**src/rtl/rc4_pkg.sv**
```systemverilog
// Shared types and helpers for the RC4 key-search sequencer and its S-RAM mux.
package rc4_pkg;

  localparam int MSG_LEN_DEFAULT = 32;

  typedef enum logic [3:0] {
    ST_IDLE,
    ST_INIT_GO,
    ST_INIT_WAIT,
    ST_KSA_GO,
    ST_KSA_WAIT,
    ST_DEC_GO,
    ST_DEC_WAIT,
    ST_JUDGE,
    ST_FOUND,
    ST_FAIL
  } state_e;

  typedef enum logic [1:0] {
    OWN_INIT,
    OWN_KSA,
    OWN_DEC
  } owner_e;

  typedef struct packed {
    logic [7:0] addr;
    logic [7:0] data;
    logic       wren;
  } sram_req_t;

  // Registered handshake and status outputs, kept together so they share one register.
  typedef struct packed {
    logic init_start;
    logic ksa_start;
    logic dec_start;
    logic init_ack;
    logic ksa_ack;
    logic dec_ack;
    logic busy;
    logic found;
    logic fail;
  } ctl_t;

  function automatic logic is_plain_char(input logic [7:0] c);
    return (c == 8'h20) || ((c >= 8'h61) && (c <= 8'h7A));
  endfunction

endpackage

```
**src/rtl/rc4_sram_mux.sv**
```systemverilog
// Owner-selected 3:1 mux onto the single-port S working RAM.
module rc4_sram_mux
  import rc4_pkg::*;
(
  input  owner_e    owner_i,
  input  logic      en_i,
  input  sram_req_t init_i,
  input  sram_req_t ksa_i,
  input  sram_req_t dec_i,
  output sram_req_t s_o
);

  // NOTE: every combinational output gets a default first so no path can infer a latch.
  always_comb begin
    s_o = '0;
    case (owner_i)
      OWN_INIT: s_o = init_i;
      OWN_KSA:  s_o = ksa_i;
      OWN_DEC:  s_o = dec_i;
      default:  s_o = '0;
    endcase
    if (!en_i) s_o.wren = 1'b0;
  end

endmodule

```
**src/rtl/rc4_key_search_ctrl.sv**
```systemverilog
// Per-key sequencer: S init, KSA, decrypt; snoops plaintext writes and stops on found or exhausted keys.
module rc4_key_search_ctrl
  import rc4_pkg::*;
#(
  parameter int                   KEY_WIDTH = 24,
  parameter logic [KEY_WIDTH-1:0] KEY_LAST  = KEY_WIDTH'(24'h3FFFFF),
  parameter int                   MSG_LEN   = MSG_LEN_DEFAULT
) (
  input  logic                 clk,
  input  logic                 rst,
  input  logic                 start,
  output logic [KEY_WIDTH-1:0] key,
  output logic                 busy,
  output logic                 found,
  output logic                 fail,
  output logic                 init_start,
  output logic                 ksa_start,
  output logic                 dec_start,
  input  logic                 init_finish,
  input  logic                 ksa_finish,
  input  logic                 dec_finish,
  output logic                 init_ack,
  output logic                 ksa_ack,
  output logic                 dec_ack,
  input  logic [7:0]           init_addr,
  input  logic [7:0]           ksa_addr,
  input  logic [7:0]           dec_addr,
  input  logic [7:0]           init_data,
  input  logic [7:0]           ksa_data,
  input  logic [7:0]           dec_data,
  input  logic                 init_wren,
  input  logic                 ksa_wren,
  input  logic                 dec_wren,
  output logic [7:0]           s_addr,
  output logic [7:0]           s_data,
  output logic                 s_wren,
  input  logic                 d_wren,
  input  logic [7:0]           d_data
);

  localparam int WCNT_W = $clog2(MSG_LEN + 2);
  localparam logic [WCNT_W-1:0] WCNT_FULL = WCNT_W'(MSG_LEN);
  localparam logic [WCNT_W-1:0] WCNT_SAT  = WCNT_W'(MSG_LEN + 1);

  state_e               state_q, state_d;
  owner_e               owner_q, owner_d;
  logic [KEY_WIDTH-1:0] key_q, key_d;
  logic                 bad_q, bad_d;
  logic [WCNT_W-1:0]    wcnt_q, wcnt_d;
  ctl_t                 ctl_q, ctl_d;
  logic                 msg_ok;
  sram_req_t            s_req;

  assign msg_ok = !bad_q && (wcnt_q == WCNT_FULL);

  // NOTE: sequential state uses non-blocking assignments so every flop samples pre-edge values.
  always_ff @(posedge clk or posedge rst) begin
    if (rst) state_q <= ST_IDLE;
    else     state_q <= state_d;
  end

  // WAIT states linger one extra cycle while the ack is out, so the next start never meets it.
  always_comb begin
    state_d = state_q;
    case (state_q)
      ST_IDLE, ST_FOUND, ST_FAIL: if (start) state_d = ST_INIT_GO;
      ST_INIT_GO:   state_d = ST_INIT_WAIT;
      ST_INIT_WAIT: if (ctl_q.init_ack) state_d = ST_KSA_GO;
      ST_KSA_GO:    state_d = ST_KSA_WAIT;
      ST_KSA_WAIT:  if (ctl_q.ksa_ack) state_d = ST_DEC_GO;
      ST_DEC_GO:    state_d = ST_DEC_WAIT;
      ST_DEC_WAIT:  if (ctl_q.dec_ack) state_d = ST_JUDGE;
      ST_JUDGE: begin
        if (msg_ok)                state_d = ST_FOUND;
        else if (key_q == KEY_LAST) state_d = ST_FAIL;
        else                       state_d = ST_INIT_GO;
      end
      default: state_d = ST_IDLE;
    endcase
  end

  always_comb begin
    ctl_d            = '0;
    ctl_d.init_start = (state_d == ST_INIT_GO);
    ctl_d.ksa_start  = (state_d == ST_KSA_GO);
    ctl_d.dec_start  = (state_d == ST_DEC_GO);
    ctl_d.init_ack   = (state_q == ST_INIT_WAIT) && (owner_q == OWN_INIT) && init_finish && !ctl_q.init_ack;
    ctl_d.ksa_ack    = (state_q == ST_KSA_WAIT)  && (owner_q == OWN_KSA)  && ksa_finish  && !ctl_q.ksa_ack;
    ctl_d.dec_ack    = (state_q == ST_DEC_WAIT)  && (owner_q == OWN_DEC)  && dec_finish  && !ctl_q.dec_ack;
    ctl_d.found      = (state_d == ST_FOUND);
    ctl_d.fail       = (state_d == ST_FAIL);
    ctl_d.busy       = !((state_d == ST_IDLE) || (state_d == ST_FOUND) || (state_d == ST_FAIL));
  end

  always_comb begin
    key_d   = key_q;
    owner_d = owner_q;
    bad_d   = bad_q;
    wcnt_d  = wcnt_q;
    case (state_q)
      ST_IDLE, ST_FOUND, ST_FAIL: if (start) key_d = '0;
      ST_INIT_GO: owner_d = OWN_INIT;
      ST_KSA_GO:  owner_d = OWN_KSA;
      ST_DEC_GO: begin
        owner_d = OWN_DEC;
        bad_d   = 1'b0;
        wcnt_d  = '0;
      end
      ST_DEC_WAIT: begin
        if (d_wren) begin
          if (wcnt_q != WCNT_SAT)  wcnt_d = wcnt_q + WCNT_W'(1);
          if (!is_plain_char(d_data)) bad_d = 1'b1;
        end
      end
      ST_JUDGE: if (!msg_ok && (key_q != KEY_LAST)) key_d = key_q + KEY_WIDTH'(1);
      default: ;
    endcase
  end

  always_ff @(posedge clk or posedge rst) begin
    if (rst) begin
      key_q   <= '0;
      owner_q <= OWN_INIT;
      bad_q   <= 1'b0;
      wcnt_q  <= '0;
      ctl_q   <= '0;
    end else begin
      key_q   <= key_d;
      owner_q <= owner_d;
      bad_q   <= bad_d;
      wcnt_q  <= wcnt_d;
      ctl_q   <= ctl_d;
    end
  end

  rc4_sram_mux u_sram_mux (
    .owner_i (owner_q),
    .en_i    (ctl_q.busy),
    .init_i  ('{addr: init_addr, data: init_data, wren: init_wren}),
    .ksa_i   ('{addr: ksa_addr,  data: ksa_data,  wren: ksa_wren}),
    .dec_i   ('{addr: dec_addr,  data: dec_data,  wren: dec_wren}),
    .s_o     (s_req)
  );

  assign s_addr     = s_req.addr;
  assign s_data     = s_req.data;
  assign s_wren     = s_req.wren;
  assign key        = key_q;
  assign busy       = ctl_q.busy;
  assign found      = ctl_q.found;
  assign fail       = ctl_q.fail;
  assign init_start = ctl_q.init_start;
  assign ksa_start  = ctl_q.ksa_start;
  assign dec_start  = ctl_q.dec_start;
  assign init_ack   = ctl_q.init_ack;
  assign ksa_ack    = ctl_q.ksa_ack;
  assign dec_ack    = ctl_q.dec_ack;

endmodule

```
**config.mk**
```make
export PLATFORM = sky130hd
export DESIGN_NAME = rc4_key_search_ctrl
export DESIGN_NICKNAME = d
export VERILOG_FILES = /design/src/rtl/rc4_pkg.sv /design/src/rtl/rc4_sram_mux.sv /design/src/rtl/rc4_key_search_ctrl.sv
export SDC_FILE = /design/constraint.sdc
export NUM_CORES = 1
export LEC_CHECK = 0
export BUFFER_PORTS_ARGS = -buffer_cell sky130_fd_sc_hd__buf_2
export CAP_MARGIN = 40
export CELL_PAD_IN_SITES_DETAIL_PLACEMENT = 2
export CELL_PAD_IN_SITES_GLOBAL_PLACEMENT = 2
export CORE_UTILIZATION = 25
export DETAILED_ROUTE_END_ITERATION = 16
export HOLD_SLACK_MARGIN = 0.08
export PLACE_DENSITY_LB_ADDON = 0.25
export SYNTH_ARGS = -nofsm -noshare
export SYNTH_HDL_FRONTEND = slang
export SYNTH_SLANG_ARGS = --single-unit
```
**constraint.sdc**
```tcl
create_clock -name clk -period 2 [get_ports clk]
set_clock_uncertainty 0.15 [all_clocks]
set_input_delay 0.2 -clock clk [delete_from_list [all_inputs] [get_ports clk]]
set_output_delay 0.2 -clock clk [all_outputs]
set_load 0.05 [all_outputs]
```
; ---- Word-level counts from Yosys, hierarchy flattened
; Cells that the tools add are included.
[word_totals]
out_inout_bits = 50
input_bits = 66
elab_cells = 94
regBits = 46
[classes]
addsub = 2
eq_ne = 26
muxes = 19
order_cmp = 2
reduce_logical = 31
[ops]
columns = operator, n
row1 = $pmux 17 s3, 1
row2 = $mux 24, 2
row3 = $pmux 24 s2, 1
row4 = $pmux 4 s8, 1
row5 = $add 24x1->24 const B, 1
row6 = $eq 24x22->1 const B, 1
row7 = $mux 4, 6
row8 = $ne 24x22->1 const B, 1
row9 = $eq 4x3->1 const B, 5
row10 = $eq 4x4->1 const B, 4
row11 = $eq 4x2->1 const B, 3
row12 = $logic_and 1x1->1, 12
row13 = $mux 6, 2
row14 = $pmux 6 s2, 1
row15 = $reduce_and 3->1, 3
row16 = $eq 4x1->1 const B, 2
row17 = $eq 8x6->1 const B, 1
row18 = $ge 8x7->1 const B, 1
row19 = $le 8x7->1 const B, 1
row20 = $logic_not 4->1, 2
row21 = $ne 2x2->1 const B, 4
row22 = $add 6x1->6 const B, 1
row23 = $eq 6x6->1 const B, 1
row24 = $logic_not 1->1, 6
row25 = other kinds (12), 17

; ---- Depth between registers and ports, before layout
; Gate-level depths: netlist of run 1.
[logic_depth]
word_depth = 8
ltp_mapped = 9
depth_no_buf = 8

; ---- Cells and area by module
; From an unflattened synthesis of run 1, not the netlist that was laid out.
[hier_totals]
hier_cells = 316
hier_area_um2 = 2929.1
[by_module_without_submodules]
columns = module, seq_area_each_um2, area_per_inst_um2, instances, cells_per_inst
row1 = rc4_key_search_ctrl, 1151.1, 2453.6, 1, 257
row2 = rc4_sram_mux, 0.0, 475.5, 1, 59

; ---- Worst setup path before layout of run 1
; OpenSTA, ideal clock, no wires.
[synth_path]
path_kind = register to output
from = reg owner_q[0]
to = out s_addr[0]
arrival_time_ps = 2461
t_required_ps = 1650
n_path_buf = 2
stages_incl_launch_ff = 5
path_slack_ps = -811
cell_sequence = dfrtp_1 > clkbuf_1 > buf_1 > mux2i_1 > o21ai_0
[synth_between]
elab_chain_len = 2
elab_cells_between_ends = 4
[synth_lines]
columns = item, line_no
row1 = from (decl), rc4_key_search_ctrl.sv:46  ; owner_e owner_q, owner_d;
row2 = from (signal assigned), rc4_key_search_ctrl.sv:129  ; owner_q <= owner_d;
row3 = $eq 2x2->1 (tied with other cells), rc4_sram_mux.sv:16  ; case (owner_i)
row4 = $pmux 17 s3 *, rc4_sram_mux.sv:16
row5 = to (decl), rc4_key_search_ctrl.sv:34  ; output logic [7:0] s_addr,
; Every way passes the cells marked *; elsewhere a longest branch is shown, timed or not.

; ---- Final worst setup path of run 1
[layout_path]
from = reg key_q[22], in the netlist key[22]
to = reg key_q[15], in the netlist key[15]
[layout_between]
elab_chain_len = 4
[layout_lines]
columns = item, line_no
row1 = from (decl), rc4_key_search_ctrl.sv:47  ; logic [KEY_WIDTH-1:0] key_q, key_d;
row2 = from (signal assigned), rc4_key_search_ctrl.sv:128  ; key_q <= key_d;
row3 = $ne 24x22->1, rc4_key_search_ctrl.sv:115  ; ST_JUDGE: if (!msg_ok && (key_q != KEY_LAST)) key_d = key_q + KEY_WIDTH'(1);
row4 = $logic_and 1x1->1, rc4_key_search_ctrl.sv:115
row5 = $ne 2x2->1 (no source line), --
row6 = $reduce_and 3->1 (no source line), --
; Every way passes these cells.
; A chain may end at the register's enable or synchronous reset.

==> results of run 1 <==
repair_timing:
item | 4_1_cts | 5_1_grt
setup buffers | 18 | 5
resized for setup | 44 | 31
cloned | 3 | 1
hold buffers | 5 | 0
setup endpoints to repair | 26 | 42
pin swaps | 15 | 11
endpoints found under the hold margin | 32 | 0
worst max-delay path, cell delays in order, from the launching register on:
cell,delay [ns]
dfrtp_2,0.45
nand4bb_1,0.27
a311oi_2,0.48
a22o_4,0.21
buf_12,0.14
buf_6,0.11
o21ai_0,0.13
a21oi_2,0.16
cell families after synthesis:
group | count (synthesis) | synth area share (%)
XOR/XNOR | 11 | 3.44
AO/OA/AOI/OAI | 70 | 15.6
flip-flops | 46 | 41.1
adder cells (fa/ha/maj) | 4 | 1.79
buffers and inverters | 23 | 3.49
multiplexers | 20 | 7.24
AND/OR/NAND/NOR | 138 | 27.3
worst min path at each step:
| stage | from | to | cells after the start |
|---|---|---|---|
| final | d_data[1] | bad_q | 4 |
| after global routing | d_data[1] | bad_q | 4 |
| after CTS | d_data[1] | bad_q | 4 |
| after detailed placement | rst | wcnt_q[0] | 2 |
| after global placement | rst | wcnt_q[0] | 2 |
| after floorplan | d_wren | bad_q | 2 |
area by class of cell:
class | count | area (um2)
clock inverters | 2 | 12.5
repair buffers | 208 | 1380
flip-flops and latches | 46 | 1180
fillers | 1189 | 6080
inverters | 8 | 30.0
clock buffers | 6 | 82.6
well taps | 140 | 175
multi-input cells | 245 | 1940
stage by stage:
step | TNS [ns] | power, mW | utilization [%]
4_1_cts | -1.32 | 5.14 | 42.5
2_1_floorplan | -0.730 | 3.21 | -
6_report | -2.21 | 5.28 | 44.1
3_3_place_gp | -0.560 | 4.03 | 37.9
5_1_grt | -4.03 | 5.56 | 44.1
3_5_place_dp | -1.56 | 4.12 | 37.9
power by group:
group          internal, mW  total [mW]  switching, mW
clock                 0.279       0.653          0.373
combinational          1.30        3.43           2.13
sequential             1.06        1.20          0.131
registers in the layout (all words and copies together) (netlist names), 2 cells and up:
| name | flops |
|---|---|
| key | 24 |
| owner_q | 2 |
| state_q | 4 |
| wcnt_q | 6 |
per-layer routing:
| layer | global-route usage (%) | share of wire (%) | up-vias |
|---|---|---|---|
| met3 | 3.33 | 3.6 | 18 |
| met1 | 24.2 | 40 | 1679 |
| li1 | - | - | 1554 |
| met5 | 0 | 0 | - |
| met4 | 6.46 | 1.5 | 0 |
| met2 | 40.0 | 55 | 80 |
layout by cell type, fill, tap and decap left out, types with 6 or more instances in the layout:
| master | synthesis | layout |
|---|---|---|
| clkbuf_8 | 0 | 6 |
| dfrtp_2 | 0 | 27 |
| o21ai_4 | 1 | 9 |
| inv_1 | 8 | 7 |
| nor2_1 | 25 | 24 |
| a21oi_2 | 0 | 7 |
| buf_2 | 3 | 108 |
| nand4_1 | 7 | 7 |
| nand3_1 | 11 | 8 |
| a21oi_1 | 16 | 9 |
| clkbuf_4 | 0 | 7 |
| dfrtp_1 | 46 | 19 |
| nand2_1 | 41 | 39 |
| mux2i_1 | 18 | 16 |
| or3_1 | 10 | 6 |
| buf_4 | 2 | 75 |
| o21ai_1 | 6 | 13 |
| o21ai_0 | 23 | 6 |
| buf_6 | 0 | 10 |
==> flow_summary.toml, run 1 <==
[status]
status = "finished, violations left"
violations = "setup timing"

[finish]
final_cells = 655
design_area_mm2 = 0.00480
nNetsFinal = 584
area_growth_syn_to_layout_pct = 71.6
drive_gt1_share_pct = 58.8
antenna_cells = 0

[route]
wl_um = 12300
vias = 3331
drt_iter0_markers = 115
ant_nets = 0
wire_per_inst_um = 18.8
drcViolationCount = 0
dr.pass1.iters = 4
avgViaCountPerCell = 5.09

[logic_synthesis]
seq_area_frac_synth_pct = 41.1
synth_most_common_cell = "dfrtp_1"
synthTopCellsByCount = "46 x dfrtp_1, 41 x nand2_1, 25 x nor2_1"
synth_area_mm2 = 0.00280
synth_area_leaders = "dfrtp_1 41%, mux2i_1 6.4%, nand2_1 5.5%, o21ai_0 4.1%, nor2_1 3.4%"
async_flop_share_pct = 100
ys.flop_type = "dfrtp_1"
netlist.area_leader.share_pct = 41.1
yosysWarnings = 0
ys_ff_latch = 46
synth_top_area_cell = "dfrtp_1"
ys_types = 50
synth_edf_count = 0
syn_inst = 312
syn_nets = 382
syn_area_per_cell_um2 = 8.97

[place]
placed_cell_area_mm2 = 0.00413
numPortBuffers = 115
pre_cts_ws_ns = -0.180
place_hpwl_um = 8030
dp.cells = 616
routabilityCongestion = 0.798

[worst_setup_path]
r2r-start = "key[22]"
worstPathRequired_ns = 2.10
endpoint = "key[15]"
r2r_setup_slack_ns = -0.18
path_class = "reg2reg"
r2r_cells = 7
reg2reg_to = "key[15]"
setup.worst_path.start_class = "register"
crit_start = "key[22]"
worstSetupEndpointType = "register"
crit_fanout = 6
arrival_ns = 2.28

[clock_network]
clock_path_buffers = 2
cts_tree = "done"
cts.reportedPaths.clkPinSlew_ns = 0.10
cts-root-buf = "clkbuf_8"
worstSkewPairLatency_ns = 0.32
numCtsBuffers = 5
cts_num_sinks = 46
cts_htree_levels = 2

[global_routing]
antenna_found_initial = 0
grt_pass1_vias = 3676
grt_overflow_total = 0
globalRouteTotalUtil_pct = 21.2
grt_pass1_wl_um = 18900
grt_max_degree = 31

[pwr]
ir_drop_mv = 0.655
cellLeakagePower_nw = 2.27
p_per_area_mw_per_mm2 = 1100

[floorplan]
die-area_mm2 = 0.0116
rows = 38
initial_core_util_pct = 25.7
core_area_mm2 = 0.0109
ios = 116
die_h_um = 108
die_w_um = 108

[sta]
hold_viol_final = 0
fin_crit_ns = 2.18
whs_ns = 0.172
fin_crit_sh_pct = 109
worst_slew_pin_slew_ns = 0.722
rsz0062_at_grt = "yes"
max_freq_mhz = 458
max_slew_margin_pct = 51.8
setup_violations = 24
finalMaxSlewViolations = 0
fin_ws_ns = -0.183

[flow_run]
maxCapViolCount = 0

[hold_path]
min_path_type = "in2reg"
Note: power is estimated with default switching activity, not from simulation.
==> inputs of run 2 (changes only) <==
--- a/config.mk
+++ b/config.mk
@@ -14,4 +14,5 @@
 export HOLD_SLACK_MARGIN = 0.08
 export PLACE_DENSITY_LB_ADDON = 0.25
+export SETUP_SLACK_MARGIN = 0.4
 export SYNTH_ARGS = -nofsm -noshare
 export SYNTH_HDL_FRONTEND = slang
==> constraint.sdc (replaced) <==
create_clock -name clk -period 2 [get_ports clk]
set_clock_uncertainty 0.15 [all_clocks]
set_input_delay 0.1 -clock clk [delete_from_list [all_inputs] [get_ports clk]]
set_output_delay 0.1 -clock clk [all_outputs]
set_load 0.05 [all_outputs]
==> flow_summary.toml, run 2 (synthesized netlist as in run 1, its figures left out) <==
[worst_setup_path]
crit_fanout = 4
arrival_ns = 2.27
cp_common_cell = "or4b_4"
setup.worst_path.start_class = "register"
path_class = "reg2reg"
path_cells = "or4b_4 -> o21ai_4 -> or4b_4 -> mux2i_1 -> o21ai_1"
r2r_setup_slack_ns = -0.23
critPathSlowestCell = "or4b_4"
crit_buf_inv = 0
worstPathRequired_ns = 2.04
cp_top_family = "simple AND/OR/NAND/NOR gates"
critical-path-max-stage-delay_ns = 0.57
worstSetupEndpointType = "register"

[finish]
nNetsFinal = 581
largest_reg_flops = 24
area_growth_syn_to_layout_pct = 76.2
drive_gt1_share_pct = 61.1
layout_common_cells = "99 x buf_2, 83 x buf_4, 36 x nand2_1"
antenna_cells = 0
final_common_cell = "buf_2"
nFillCells = 1169

[place]
pre_cts_ws_ns = -0.113
numPortBuffers = 115
routabilityCongestion = 0.719
place_hpwl_um = 8260

[global_routing]
antenna_found_initial = 0
grt_overflow_total = 0
grt_pass1_wl_um = 18000
globalRouteTotalUtil_pct = 19.9
grt_max_degree = 27
grt_pass1_vias = 3565

[clock_network]
cts.reportedPaths.clkPinSlew_ns = 0.09
cts-root-buf = "clkbuf_8"
clock_path_buffers = 2
cts_num_sinks = 46
worstSkewPairLatency_ns = 0.32
cts_tree = "done"
cts_htree_levels = 2
numCtsBuffers = 5

[route]
vias = 3369
wl_um = 13100
dr.pass1.iters = 4
ant_nets = 0
avgViaCountPerCell = 5.17
drt_iter0_markers = 106
wire_per_inst_um = 20.1
drcViolationCount = 0

[floorplan]
ios = 116
die_w_um = 108
rows = 38
core_area_mm2 = 0.0109
initial_core_util_pct = 25.7
die-area_mm2 = 0.0116
die_h_um = 108

[sta]
fin_crit_ns = 2.23
fin_crit_sh_pct = 112
max_freq_mhz = 448
max_slew_margin_pct = 58.3
worst_slew_pin_slew_ns = 0.625
setup_violations = 34
fin_ws_ns = -0.232
rsz0062_at_grt = "yes"
hold_viol_final = 0
finalMaxSlewViolations = 0

[flow_run]
maxCapViolCount = 0

[pwr]
p_per_area_mw_per_mm2 = 1100
cellLeakagePower_nw = 2.29
totalPowerFinal_mw = 5.41
ir_drop_mv = 0.846

[status]
status = "finished, violations left"
violations = "setup timing"

[hold_path]
min_path_type = "in2reg"
==> run 2: cell types whose count changed in the layout (fill, tap and decap cells not counted), sizes merged <==
cell	previous run	this run
clkbuf	13	12
dlygate4sd3	5	6
clkinv	1	0
clkinvlp	1	0
buf	196	195
==> run 2: power by group <==
group,internal [mW],switching [mW]
Clock,0.250,0.364
Combinational,1.39,2.21
Sequential,1.06,0.141
==> run 2: final timing paths <==
kind                                 to  depth (start not counted)      start
worst min-delay path              bad_q                          5  d_data[7]
worst min register to register    bad_q                          2      bad_q
max in group asynchronous       dec_ack                          4        rst
worst max-delay path               busy                          5  wcnt_q[4]
min in group asynchronous       key[23]                          3        rst
worst max register to register     busy                          5  wcnt_q[4]
==> run 2: repair_timing <==
| action | CTS | global route |
|---|---|---|
| hold buffers | 6 | 0 |
| setup endpoints to repair | 55 | 55 |
| pin swaps | 10 | 15 |
| endpoints found under the hold margin | 28 | 0 |
| setup buffers | 9 | 11 |
| gates resized for setup | 41 | 59 |
| gates cloned | 0 | 3 |
==> run 2: metal layers <==
layer | GRT usage, % | up-vias | routed length (um)
met4 | 4.70 | 0 | 210
met5 | 0 | - | 0
met1 | 22.1 | 1732 | 5140
li1 | - | 1552 | -
met3 | 2.85 | 13 | 339
met2 | 39.2 | 72 | 7430
==> run 2: through the flow <==
stage	hold slack, ns	area [um2]	utilization, %	std cells	setup TNS (ns)
after global placement	0.0515	4160	38.2	615	-0.209
after global routing	0.157	4930	45.3	652	-5.87
after CTS	0.148	4540	41.7	638	-1.77
after floorplan	0.108	3020	-	312	-0.724
final	0.145	4930	45.3	652	-3.44
after detailed placement	0.0612	4160	38.2	615	-0.991
==> run 2: layout make-up <==
cell class	instances	area (um2)	share of cell area, %
multi-input cells	245	2080	42.1
repair buffers	205	1390	28.1
inverters	8	35.0	0.710
flip-flops and latches	46	1180	23.9
well taps	140	175	3.55
clock buffers	8	80.1	1.62
==> run 2: worst min-delay path, delay by kind of cell <==
kind                   cells  cell delay, ns
buffers and inverters      1            0.08
AND/OR/NAND/NOR            1            0.08
AO/OA/AOI/OAI              3            0.30
